File: config.mk
export PLATFORM = sky130hd
export DESIGN_NAME = if_id_skid_stage
export DESIGN_NICKNAME = d
export VERILOG_FILES = /design/src/rtl/if_id_skid_stage.sv
export SDC_FILE = /design/constraint.sdc
export NUM_CORES = 1
export LEC_CHECK = 0
export CAP_MARGIN = 20
export CORE_MARGIN = 10
export CORE_UTILIZATION = 43
export DETAILED_ROUTE_END_ITERATION = 10
export PLACE_DENSITY = 0.73
export SETUP_SLACK_MARGIN = 0.2
export SYNTH_ARGS = -nofsm -noshare
export SYNTH_HDL_FRONTEND = slang
export SYNTH_SLANG_ARGS = --single-unit
File: constraint.sdc
create_clock -name Clock -period 5.7 [get_ports Clock]
set_clock_uncertainty 0.05 [all_clocks]
set_input_delay 1.425 -clock Clock [delete_from_list [all_inputs] [get_ports Clock]]
set_output_delay 1.425 -clock Clock [all_outputs]
set_load 0.01 [all_outputs]
File: src/rtl/if_id_skid_stage.sv
// ---------------------------------------------------------------------------
// if_id_skid_stage
//
// IF/ID pipeline register with a valid/ready handshake on both sides.
// Holds up to two fetched words (SKID=1: main + skid entry, registered
// In_Ready) or one word (SKID=0: main only, combinational In_Ready). Each entry
// carries the instruction, PC+4, the branch flag and the branch offset
// extended to ADDR_W at load time. Flush/i_flush empty the stage, clear the
// instruction and branch flag, and keep PC+4 and branch address. i_enable=0
// masks both handshakes and freezes all state.
//
// Ports
//   Clock, Reset        rising-edge clock, asynchronous active-high reset
//   In_Valid/In_Ready   fetch-side handshake
//   In_Instruction      fetched word; [IMM_W-1:0] is the branch offset
//   In_PCAdder          PC+4 from fetch
//   In_Branch           branch flag from fetch
//   Flush, i_flush      hazard flush / debug flush (highest priority)
//   i_enable            debug step enable, 0 freezes the stage
//   Out_Valid/Out_Ready decode-side handshake
//   Out_Instruction     registered instruction
//   Out_PCAdder         registered PC+4
//   Out_BranchAddress   registered extended branch offset
//   Out_Branch          registered branch flag
// ---------------------------------------------------------------------------
module if_id_skid_stage #(
  parameter int INSTR_W  = 32,
  parameter int ADDR_W   = 32,
  parameter int IMM_W    = 16,
  parameter int SIGN_EXT = 0,
  parameter int SKID     = 1
) (
  input  logic               Clock,
  input  logic               Reset,
  input  logic               In_Valid,
  output logic               In_Ready,
  input  logic [INSTR_W-1:0] In_Instruction,
  input  logic [ADDR_W-1:0]  In_PCAdder,
  input  logic               In_Branch,
  input  logic               Flush,
  input  logic               i_enable,
  input  logic               i_flush,
  output logic               Out_Valid,
  input  logic               Out_Ready,
  output logic [INSTR_W-1:0] Out_Instruction,
  output logic [ADDR_W-1:0]  Out_PCAdder,
  output logic [ADDR_W-1:0]  Out_BranchAddress,
  output logic               Out_Branch
);

  typedef enum logic [1:0] {
    ST_EMPTY = 2'd0,
    ST_ONE   = 2'd1,
    ST_FULL  = 2'd2
  } state_e;

  typedef struct packed {
    logic [INSTR_W-1:0] instr;
    logic [ADDR_W-1:0]  pc_adder;
    logic [ADDR_W-1:0]  branch_addr;
    logic               branch;
  } entry_t;

  state_e            state_q, state_d;
  entry_t            main_q, main_d;
  entry_t            skid_q, skid_d;
  logic              in_ready_q, in_ready_d;

  logic              flush_any;
  logic              out_valid_int;
  logic              in_ready_pre;
  logic              in_hs;
  logic              out_hs;
  logic [ADDR_W-1:0] branch_addr_in;
  entry_t            in_entry;

  // Branch offset extension, done once when the word enters the stage.
  generate
    if (ADDR_W > IMM_W) begin : g_ext
      logic ext_bit;
      assign ext_bit        = (SIGN_EXT != 0) ? In_Instruction[IMM_W-1] : 1'b0;
      assign branch_addr_in = {{(ADDR_W-IMM_W){ext_bit}}, In_Instruction[IMM_W-1:0]};
    end else begin : g_noext
      assign branch_addr_in = In_Instruction[IMM_W-1:0];
    end
  endgenerate

  // Handshake qualification. With SKID=1 the ready is a flop so fetch never
  // sees a combinational path from Out_Ready; with SKID=0 a word can only be
  // taken when the single slot is empty or draining this cycle.
  always_comb begin
    flush_any     = Flush | i_flush;
    out_valid_int = (state_q != ST_EMPTY);
    in_ready_pre  = (SKID != 0) ? in_ready_q : (~out_valid_int | Out_Ready);
  end

  assign In_Ready  = in_ready_pre & i_enable;
  assign Out_Valid = out_valid_int & i_enable;
  assign in_hs     = In_Valid & In_Ready;
  assign out_hs    = Out_Valid & Out_Ready;

  always_comb begin
    in_entry.instr       = In_Instruction;
    in_entry.pc_adder    = In_PCAdder;
    in_entry.branch_addr = branch_addr_in;
    in_entry.branch      = In_Branch;
  end

  // Next-state and datapath selection.
  always_comb begin
    // NOTE: every signal assigned here gets a default first, so no path
    // through the case can leave one unassigned and infer a latch.
    state_d = state_q;
    main_d  = main_q;
    skid_d  = skid_q;

    if (flush_any) begin
      // Flush wins over any handshake; the skid entry is simply abandoned and
      // PC+4 / branch address are deliberately left as they were.
      state_d       = ST_EMPTY;
      main_d.instr  = '0;
      main_d.branch = 1'b0;
    end else begin
      case (state_q)
        ST_EMPTY: begin
          if (in_hs) begin
            main_d  = in_entry;
            state_d = ST_ONE;
          end
        end
        ST_ONE: begin
          if (in_hs && out_hs) begin
            main_d = in_entry;
          end else if (in_hs) begin
            // Only reachable with SKID=1: decode stalled, park the word.
            if (SKID != 0) begin
              skid_d  = in_entry;
              state_d = ST_FULL;
            end
          end else if (out_hs) begin
            state_d = ST_EMPTY;
          end
        end
        ST_FULL: begin
          if (out_hs) begin
            main_d  = skid_q;
            state_d = ST_ONE;
          end
        end
        default: state_d = ST_EMPTY;
      endcase
    end

    in_ready_d = (state_d != ST_FULL);
  end

  // NOTE: the two entries are only a few flops, so they are reset along with
  // the control state; outputs then read a defined 0 straight out of reset.
  always_ff @(posedge Clock or posedge Reset) begin
    if (Reset) begin
      state_q    <= ST_EMPTY;
      main_q     <= '0;
      skid_q     <= '0;
      in_ready_q <= 1'b0;
    end else begin
      // NOTE: non-blocking updates so every flop samples the pre-edge values.
      state_q    <= state_d;
      main_q     <= main_d;
      skid_q     <= skid_d;
      in_ready_q <= in_ready_d;
    end
  end

  assign Out_Instruction   = main_q.instr;
  assign Out_PCAdder       = main_q.pc_adder;
  assign Out_BranchAddress = main_q.branch_addr;
  assign Out_Branch        = main_q.branch;

endmodule

==> results.sh, run 1 <==
export IMPL_groute_usage_overall=0.166
export IMPL_routedWlPerCell_um=20.3
export IMPL_preCtsSetupSlack_ns=1.33
export IMPL_synth_area_leader_cell="dfrtp_1"
export IMPL_post_route_util=0.581
export IMPL_drt_wl_total_um=17200
export IMPL_fin_area_um2=8830
export IMPL_hold_class="flip-flop to flip-flop"
export IMPL_start_util=0.439
export IMPL_power_density_nw_per_um2=314
export IMPL_setup_viol=0
export IMPL_hpwlAfterDp_um=11400
export IMPL_syn_instance_count=509
export IMPL_post_dp_cell_area_um2=8270
export IMPL_tns_ns=0
export IMPL_cts_root_buf="clkbuf_16"
export IMPL_fin_crit_ns=4.26
export IMPL_final_antenna_net_count=0
export IMPL_layout_commonest_cell="clkdlybuf4s50_1"
export IMPL_die_x_um=145
export IMPL_ir_worst_vdd_uv=214
export IMPL_io_buffer_count=154
export IMPL_drv_slew=0
export IMPL_cts_max_path_buffers=2
export IMPL_synth_seq_area_share=0.559
export IMPL_startpoint_type="primary input"
export IMPL_viasPerCell=5.40
export IMPL_grt_ovfl_total=0
export IMPL_hold_violations=0
export IMPL_insertion_delay_ns=0.42
export IMPL_synth_cell_types=31
export IMPL_fin_crit_sh=0.748
export IMPL_cts_sinks=149
export IMPL_stdcell_count=850
export IMPL_required_ns=4.22
export IMPL_rsz0062_at_grt="no"
export IMPL_pin_count=171
export IMPL_grt_pass1_wl_um=27100
export IMPL_synthTopCellsByArea="dfrtp_1 (56%), mux2_4 (11%), mux2i_1 (9.7%)"
export IMPL_grt_pass1_vias=4953
export IMPL_final_nets=722
export IMPL_synth_seq_cells=149
export IMPL_cp_max_fo=7
export IMPL_synth_edf_count=0
export IMPL_die_area_um2=20900
export IMPL_final_cell_mix="clkdlybuf4s50_1 (154), dfrtp_1 (149), o21ai_0 (67), mux2i_1 (65), mux2_4 (50)"
export IMPL_synth_top_area_frac=0.559
export IMPL_post_cts_resized=0
export IMPL_status="complete, no violations"
export IMPL_drive_gt1_frac=0.180
export IMPL_grt_max_degree=91
export IMPL_num_rows=45
export IMPL_drtIter0Drc=189
export IMPL_fin_ws_ns=1.44
export IMPL_yosysWarnings=0
export IMPL_crit_type="primary input to primary output"
export IMPL_worstMarginPinSlew_ns=1.05
export IMPL_area_growth_pct=32.3
export IMPL_gp_congestion=0.781
export IMPL_coreArea_um2=15200
export IMPL_max_cap_violations=0
export IMPL_ys_async_sr_fraction=1.00
export IMPL_synth_area_per_cell_um2=13.1
export IMPL_cts_buffers_inserted=17
export IMPL_grt_antenna_before_repair=0
export IMPL_htreeDepth=4
export IMPL_cts_setup_buffers=0
export IMPL_cts_tree="built"
export IMPL_p_leak_nw=4.54
export IMPL_cts_hold_repair_buffers=0
export IMPL_num_antenna_cells=0
export IMPL_clk_pin_slew_ns=0.06
export IMPL_relSlewSlack=0.301
export IMPL_syn_area_um2=6680
export IMPL_vias=4586
export IMPL_drc=0
export IMPL_ys_flop_type="dfrtp_1"
export IMPL_die_h_um=145
export IMPL_dr_pass1_iters=6
export IMPL_end_kind="primary output"
export IMPL_fmax_mhz=235
export IMPL_dp_cells=818
export IMPL_critPathArrivalTime_ns=2.79
==> power breakdown <==
part | internal, W | switching, W | total [W] | leakage (nW)
Combinational | 0.000279 | 0.000204 | 0.000483 | 2.30
Clock | 0.000615 | 0.000419 | 0.00103 | 0.264
Sequential | 0.00118 | 0.0000699 | 0.00125 | 1.98
==> registers in the layout, indices dropped and copies added (netlist names) <==
name,cells
skid_q,65
Out_Instruction,32
Out_PCAdder,32
Out_BranchAddress,16
state_q,2
Out_Branch,1
in_ready_pre,1
==> cell families (layout without fill, tap and decap cells) <==
logic type / count (synthesis) / in the layout / share of synthesized area
buf+inv: 57 / 195 / 0.0523
xor+xnor: 1 / 1 / 0.00131
flops: 149 / 149 / 0.559
mux: 130 / 130 / 0.235
compound gates: 120 / 120 / 0.115
other cells: 1 / 16 / 0.000562
simple gates: 51 / 51 / 0.0369
==> layer usage <==
metal | GRT usage | wire, µm
met1 | 0.208 | 7540
met2 | 0.262 | 8140
met3 | 0.0587 | 1360
met4 | 0.0511 | 176
met5 | 0 | 0
==> synth_stat cells, types with 3 or more instances <==
cell type,count
a31o_2,9
buf_6,6
nor3_1,15
clkbuf_1,13
and2_1,3
a21o_1,15
o21ai_0,67
buf_2,15
mux2i_1,65
mux2_2,15
mux2_4,50
a31o_1,7
nor2_1,19
buf_4,19
a211oi_1,18
nand2_1,4
dfrtp_1,149
==> layout make-up <==
| type | instances | area (µm²) |
|---|---|---|
| fillers | 1210 | 6370 |
| inverters | 2 | 12.5 |
| clock inverters | 10 | 82.6 |
| multi-input cells | 318 | 2680 |
| repair buffers | 162 | 1630 |
| well taps | 188 | 235 |
| flip-flops and latches | 149 | 3730 |
| clock buffers | 21 | 460 |
==> path summary, 6_finish.rpt <==
| check | startpoint | end | slack (ns) | cells past startpoint |
|---|---|---|---|---|
| worst max-delay path | i_enable | In_Ready | 1.44 | 3 |
| worst min-delay path | Out_BranchAddress[8]$_DFFE_PP0P_ | Out_BranchAddress[8]$_DFFE_PP0P_ | 0.43 | 1 |
| worst max register to register | state_q[1]$_DFF_PP0_ | Out_PCAdder[16]$_DFFE_PP0P_ | 2.95 | 4 |
| worst min register to register | Out_BranchAddress[8]$_DFFE_PP0P_ | Out_BranchAddress[8]$_DFFE_PP0P_ | 0.43 | 1 |
| max in group asynchronous | Reset | skid_q[72]$_DFFE_PP0P_ | 3.12 | 3 |
| min in group asynchronous | Reset | Out_BranchAddress[1]$_DFFE_PP0P_ | 1.51 | 2 |
==> per-stage QoR <==
stage	total power, W	hold slack, ns
after global placement	0.00173	0.411
after detailed placement	0.00175	0.422
after CTS	0.00280	0.441
after global routing	0.00290	0.450
after floorplan	0.00148	0.429
final	0.00277	0.434
==> critical path, stage by stage <==
cell and delay, ns:
clkdlybuf4s50_1 0.60, and2_1 0.21, clkdlybuf4s50_1 0.55
No activity file was read; power rests on OpenSTA's default activity.
==> run 2, diff against run 1 <==
PLACE_DENSITY = 0.71   (was 0.73)
clock period = 4.5 ns   (was 5.7 ns; I/O delays follow)
==> run 2 against run 1 <==
  * Global-route usage down 0.13 points
  * Sequential share of layout area down 0.47 points
  * Die area unchanged
  * First-iteration DRC count up 63%
  * Power up 34%
  * Combinational power up 26%
  * Flip-flop and latch count unchanged
  * Setup slack worse by 0.63 ns
  * Via count up 0.24%
  * Worst hold slack worse by 0.0076 ns
  * Largest cell class unchanged
  * Largest power group unchanged
==> results.sh, run 2 (synthesized netlist as in run 1, its figures left out) <==
export IMPL_cts_buffers_inserted=17
export IMPL_ir_worst_vdd_uv=234
export IMPL_seqCellArea_um2=3730
export IMPL_cts_tree="built"
export IMPL_wl_met2_um=8240
export IMPL_viasPerCell=5.40
export IMPL_gp_congestion=0.772
export IMPL_htreeDepth=4
export IMPL_grt_pass1_wl_um=26900
export IMPL_holdWs_ns=0.427
export IMPL_die_h_um=145
export IMPL_grt_max_degree=68
export IMPL_multiInputGateArea_um2=2670
export IMPL_dp_cells=820
export IMPL_largest_reg_flops=65
export IMPL_fin_area_um2=8930
export IMPL_crit_type="primary input to primary output"
export IMPL_p_leak_nw=4.59
export IMPL_die_x_um=145
export IMPL_groute_usage_overall=0.164
export IMPL_hold_start="Out_BranchAddress[14]$_DFFE_PP0P_"
export IMPL_stdcell_count=852
export IMPL_vias=4597
export IMPL_fin_crit_ns=3.69
export IMPL_drive_gt1_frac=0.182
export IMPL_tns_ns=0
export IMPL_fill_cells=1233
export IMPL_route_met3_wl_um=1280
export IMPL_dr_pass1_iters=4
export IMPL_grt_antenna_before_repair=0
export IMPL_final_nets=723
export IMPL_final_antenna_net_count=0
export IMPL_num_antenna_cells=0
export IMPL_cts_root_buf="clkbuf_16"
export IMPL_layout_commonest_cell="clkdlybuf4s50_1"
export IMPL_highest_layer="met4"
export IMPL_final_cell_mix="clkdlybuf4s50_1 (154), dfrtp_1 (149), o21ai_0 (67), mux2i_1 (65), mux2_4 (50)"
export IMPL_cts_setup_buffers=0
export IMPL_post_dp_cell_area_um2=8290
export IMPL_max_cap_violations=0
export IMPL_fmax_mhz=271
export IMPL_die_area_um2=20900
export IMPL_drv_slew=0
export IMPL_worstMarginPinSlew_ns=1.05
export IMPL_pin_count=171
export IMPL_r2r_slack_ns=2.27
export IMPL_end_kind="primary output"
export IMPL_num_rows=45
export IMPL_routedWlPerCell_um=20.0
export IMPL_hold_violations=0
export IMPL_regMostFlops="skid_q"
export IMPL_relSlewSlack=0.301
export IMPL_fin_crit_sh=0.821
export IMPL_rr_endpoint="Out_PCAdder[16]$_DFFE_PP0P_"
export IMPL_cts_max_path_buffers=2
export IMPL_cts_sinks=149
export IMPL_start_util=0.439
export IMPL_grt_ovfl_total=0
export IMPL_area_growth_pct=33.7
export IMPL_clk_pin_slew_ns=0.06
export IMPL_setup_viol=0
export IMPL_insertion_delay_ns=0.42
export IMPL_cp_max_fo=7
export IMPL_drtIter0Drc=309
export IMPL_critPathArrivalTime_ns=2.52
export IMPL_rsz0062_at_grt="no"
export IMPL_hpwlAfterDp_um=11300
export IMPL_r2r_start="state_q[0]$_DFF_PP0_"
export IMPL_status="complete, no violations"
export IMPL_hold_depth=1
export IMPL_post_cts_resized=0
export IMPL_startpoint_type="primary input"
export IMPL_wl_met1_um=7260
export IMPL_io_buffer_count=154
export IMPL_cts_hold_repair_buffers=0
export IMPL_total_power_w=0.00370
export IMPL_grt_pass1_vias=4991
export IMPL_hold_class="flip-flop to flip-flop"
export IMPL_required_ns=3.32
export IMPL_min_to="Out_BranchAddress[14]$_DFFE_PP0P_"
export IMPL_coreArea_um2=15200
export IMPL_power_density_nw_per_um2=415
export IMPL_drc=0
export IMPL_drt_wl_total_um=17000
export IMPL_reg2regPathDepth=4
run 2: worst max-delay path by stage:
stage / start / to / slack [ns] / depth (start not counted)
finish: i_enable / In_Ready / 0.81 / 3
global route: i_enable / In_Ready / 0.75 / 3
CTS: i_enable / In_Ready / 0.80 / 3
detailed placement: i_enable / In_Ready / 0.81 / 3
global placement: i_enable / Out_Valid / 0.84 / 3
floorplan: Reset / Out_Branch$_DFFE_PP0P_ / 1.45 / 1
run 2: layout make-up:
| class | instances | area share |
|---|---|---|
| clock buffer | 20 | 0.0512 |
| clock inverter | 12 | 0.0198 |
| inverter | 2 | 0.00126 |
| multi-input combinational | 318 | 0.299 |
| sequential | 149 | 0.418 |
| tap | 188 | 0.0263 |
| timing repair buffer | 163 | 0.184 |
run 2: where the power goes:
part	internal, W	leakage (nW)	switching [W]
Clock	0.000958	0.306	0.000549
Sequential	0.00149	1.98	0.0000899
Combinational	0.000356	2.30	0.000254
run 2: worst max-delay path, cell delays in order:
cell and delay (ns):
clkdlybuf4s50_1 0.60, and2_1 0.22, clkdlybuf4s50_1 0.57
run 2: per-stage QoR:
stage,setup WS [ns],util
after global routing,0.752,0.587
after detailed placement,0.809,0.546
final,0.807,0.587
after CTS,0.798,0.587
after global placement,0.838,0.546
after floorplan,1.45,-
run 2: per-layer routing:
metal  vias to the layer above  GRT usage
met3                        20     0.0485
met4                         0     0.0606
met2                       147      0.266
met5                         -          0
met1                      2345      0.204
li1                       2085          -
==> run 3, diff against run 2 <==
PLACE_DENSITY = 0.73   (was 0.71)
clock period = 3.1 ns   (was 4.5 ns; I/O delays follow)
==> run 3 against run 2 <==
  * Count of clock-buffer cells in the layout rose by 3
  * Die area did not move
  * Utilization rose by 0.54 points
  * Global-route usage fell by 0.56 points
  * Via count fell by 0.61%
  * Routed wire length fell by 3.1%
  * Combinational power rose by 45%
  * Sequential power rose by 46%
==> results.sh, run 3 (synthesized netlist as in run 1, its figures left out) <==
export IMPL_final_cell_mix="clkdlybuf4s50_1 (153), dfrtp_1 (149), o21ai_0 (67), mux2i_1 (65), mux2_4 (50)"
export IMPL_start_util=0.439
export IMPL_stdcell_count=859
export IMPL_crit_type="primary input to primary output"
export IMPL_cts_sinks=149
export IMPL_reg2regPathDepth=5
export IMPL_hold_depth=1
export IMPL_drt_wl_total_um=16500
export IMPL_viasPerCell=5.32
export IMPL_cts_tree="built"
export IMPL_insertion_delay_ns=0.41
export IMPL_final_antenna_net_count=0
export IMPL_grt_antenna_before_repair=0
export IMPL_groute_usage_overall=0.159
export IMPL_hpwlAfterDp_um=11300
export IMPL_die_h_um=145
export IMPL_io_buffer_count=154
export IMPL_die_x_um=145
export IMPL_relSlewSlack=0.510
export IMPL_cp_max_fo=7
export IMPL_seqCellArea_um2=3730
export IMPL_area_growth_pct=35.0
export IMPL_grt_max_degree=83
export IMPL_startpoint_type="primary input"
export IMPL_worstMarginPinSlew_ns=0.734
export IMPL_min_to="Out_BranchAddress[6]$_DFFE_PP0P_"
export IMPL_clk_pin_slew_ns=0.06
export IMPL_num_antenna_cells=0
export IMPL_cts_buffers_inserted=17
export IMPL_fin_area_um2=9010
export IMPL_ir_worst_vdd_uv=351
export IMPL_p_leak_nw=4.64
export IMPL_rr_endpoint="skid_q[81]$_DFFE_PP0P_"
export IMPL_rsz0062_at_grt="no"
export IMPL_max_cap_violations=0
export IMPL_drc=0
export IMPL_grt_pass1_vias=4945
export IMPL_multiInputGateArea_um2=2670
export IMPL_num_rows=45
export IMPL_routedWlPerCell_um=19.2
export IMPL_power_density_nw_per_um2=595
export IMPL_drive_gt1_frac=0.188
export IMPL_final_nets=730
export IMPL_htreeDepth=4
export IMPL_r2r_start="state_q[1]$_DFF_PP0_"
export IMPL_tns_ns=0
export IMPL_fin_crit_sh=0.901
export IMPL_cts_root_buf="clkbuf_16"
export IMPL_r2r_slack_ns=0.96
export IMPL_required_ns=2.27
export IMPL_grt_pass1_wl_um=26200
export IMPL_regMostFlops="skid_q"
export IMPL_status="complete, no violations"
export IMPL_fin_crit_ns=2.79
export IMPL_setup_viol=0
export IMPL_fill_cells=1203
export IMPL_dr_pass1_iters=4
export IMPL_end_kind="primary output"
export IMPL_hold_class="flip-flop to flip-flop"
export IMPL_drv_slew=0
export IMPL_coreArea_um2=15200
export IMPL_post_cts_resized=1
export IMPL_layout_commonest_cell="clkdlybuf4s50_1"
export IMPL_fmax_mhz=358
export IMPL_post_dp_cell_area_um2=8380
export IMPL_hold_violations=0
export IMPL_cts_setup_buffers=0
export IMPL_cts_hold_repair_buffers=0
export IMPL_dp_cells=827
export IMPL_drtIter0Drc=260
export IMPL_vias=4569
export IMPL_gp_congestion=0.801
export IMPL_largest_reg_flops=65
export IMPL_critPathArrivalTime_ns=1.97
export IMPL_hold_start="Out_BranchAddress[6]$_DFFE_PP0P_"
export IMPL_die_area_um2=20900
export IMPL_pin_count=171
export IMPL_cts_max_path_buffers=2
export IMPL_grt_ovfl_total=0
==> run 3: per-layer routing <==
metal  GRT usage  wire length (µm)  vias up
li1            -                 -     2102
met1       0.198              7090     2305
met2       0.254              7960      144
met3      0.0479              1210       18
met4      0.0585               236        0
met5           0                 0        -
==> run 3: cell type report <==
cell class                      count  area share
Clock buffer                       23      0.0530
Clock inverter                      9      0.0165
Inverter                            2     0.00125
Multi-Input combinational cell    318       0.297
Sequential cell                   149       0.414
Tap cell                          188      0.0261
Timing Repair Buffer              170       0.193
==> run 3: where the power goes <==
group / switching [W] / total [W] / internal [W]
logic: 0.000362 / 0.000882 / 0.000520
clock network: 0.000771 / 0.00218 / 0.00141
registers: 0.000128 / 0.00230 / 0.00217
==> run 3: critical path, stage by stage <==
cell and delay [ns]:
dlygate4sd2_1 0.35, and2_1 0.25, clkdlybuf4s50_1 0.59
==> run 3: stage by stage <==
step | hold slack, ns | setup WS (ns) | utilization | power (W)
2_1_floorplan | 0.429 | 0.400 | - | 0.00272
3_3_place_gp | 0.407 | 0.0581 | 0.552 | 0.00320
3_5_place_dp | 0.416 | 0.0527 | 0.552 | 0.00323
4_1_cts | 0.428 | 0.316 | 0.593 | 0.00543
5_1_grt | 0.441 | 0.222 | 0.593 | 0.00560
6_report | 0.423 | 0.306 | 0.593 | 0.00536
==> run 3: worst max path at each step <==
stage,slack (ns),to,from
6_report,0.31,In_Ready,i_enable
3_3_place_gp,0.06,In_Ready,i_enable
4_1_cts,0.32,In_Ready,i_enable
2_1_floorplan,0.40,Out_Branch$_DFFE_PP0P_,Reset
5_1_grt,0.22,In_Ready,i_enable
3_5_place_dp,0.05,In_Ready,i_enable
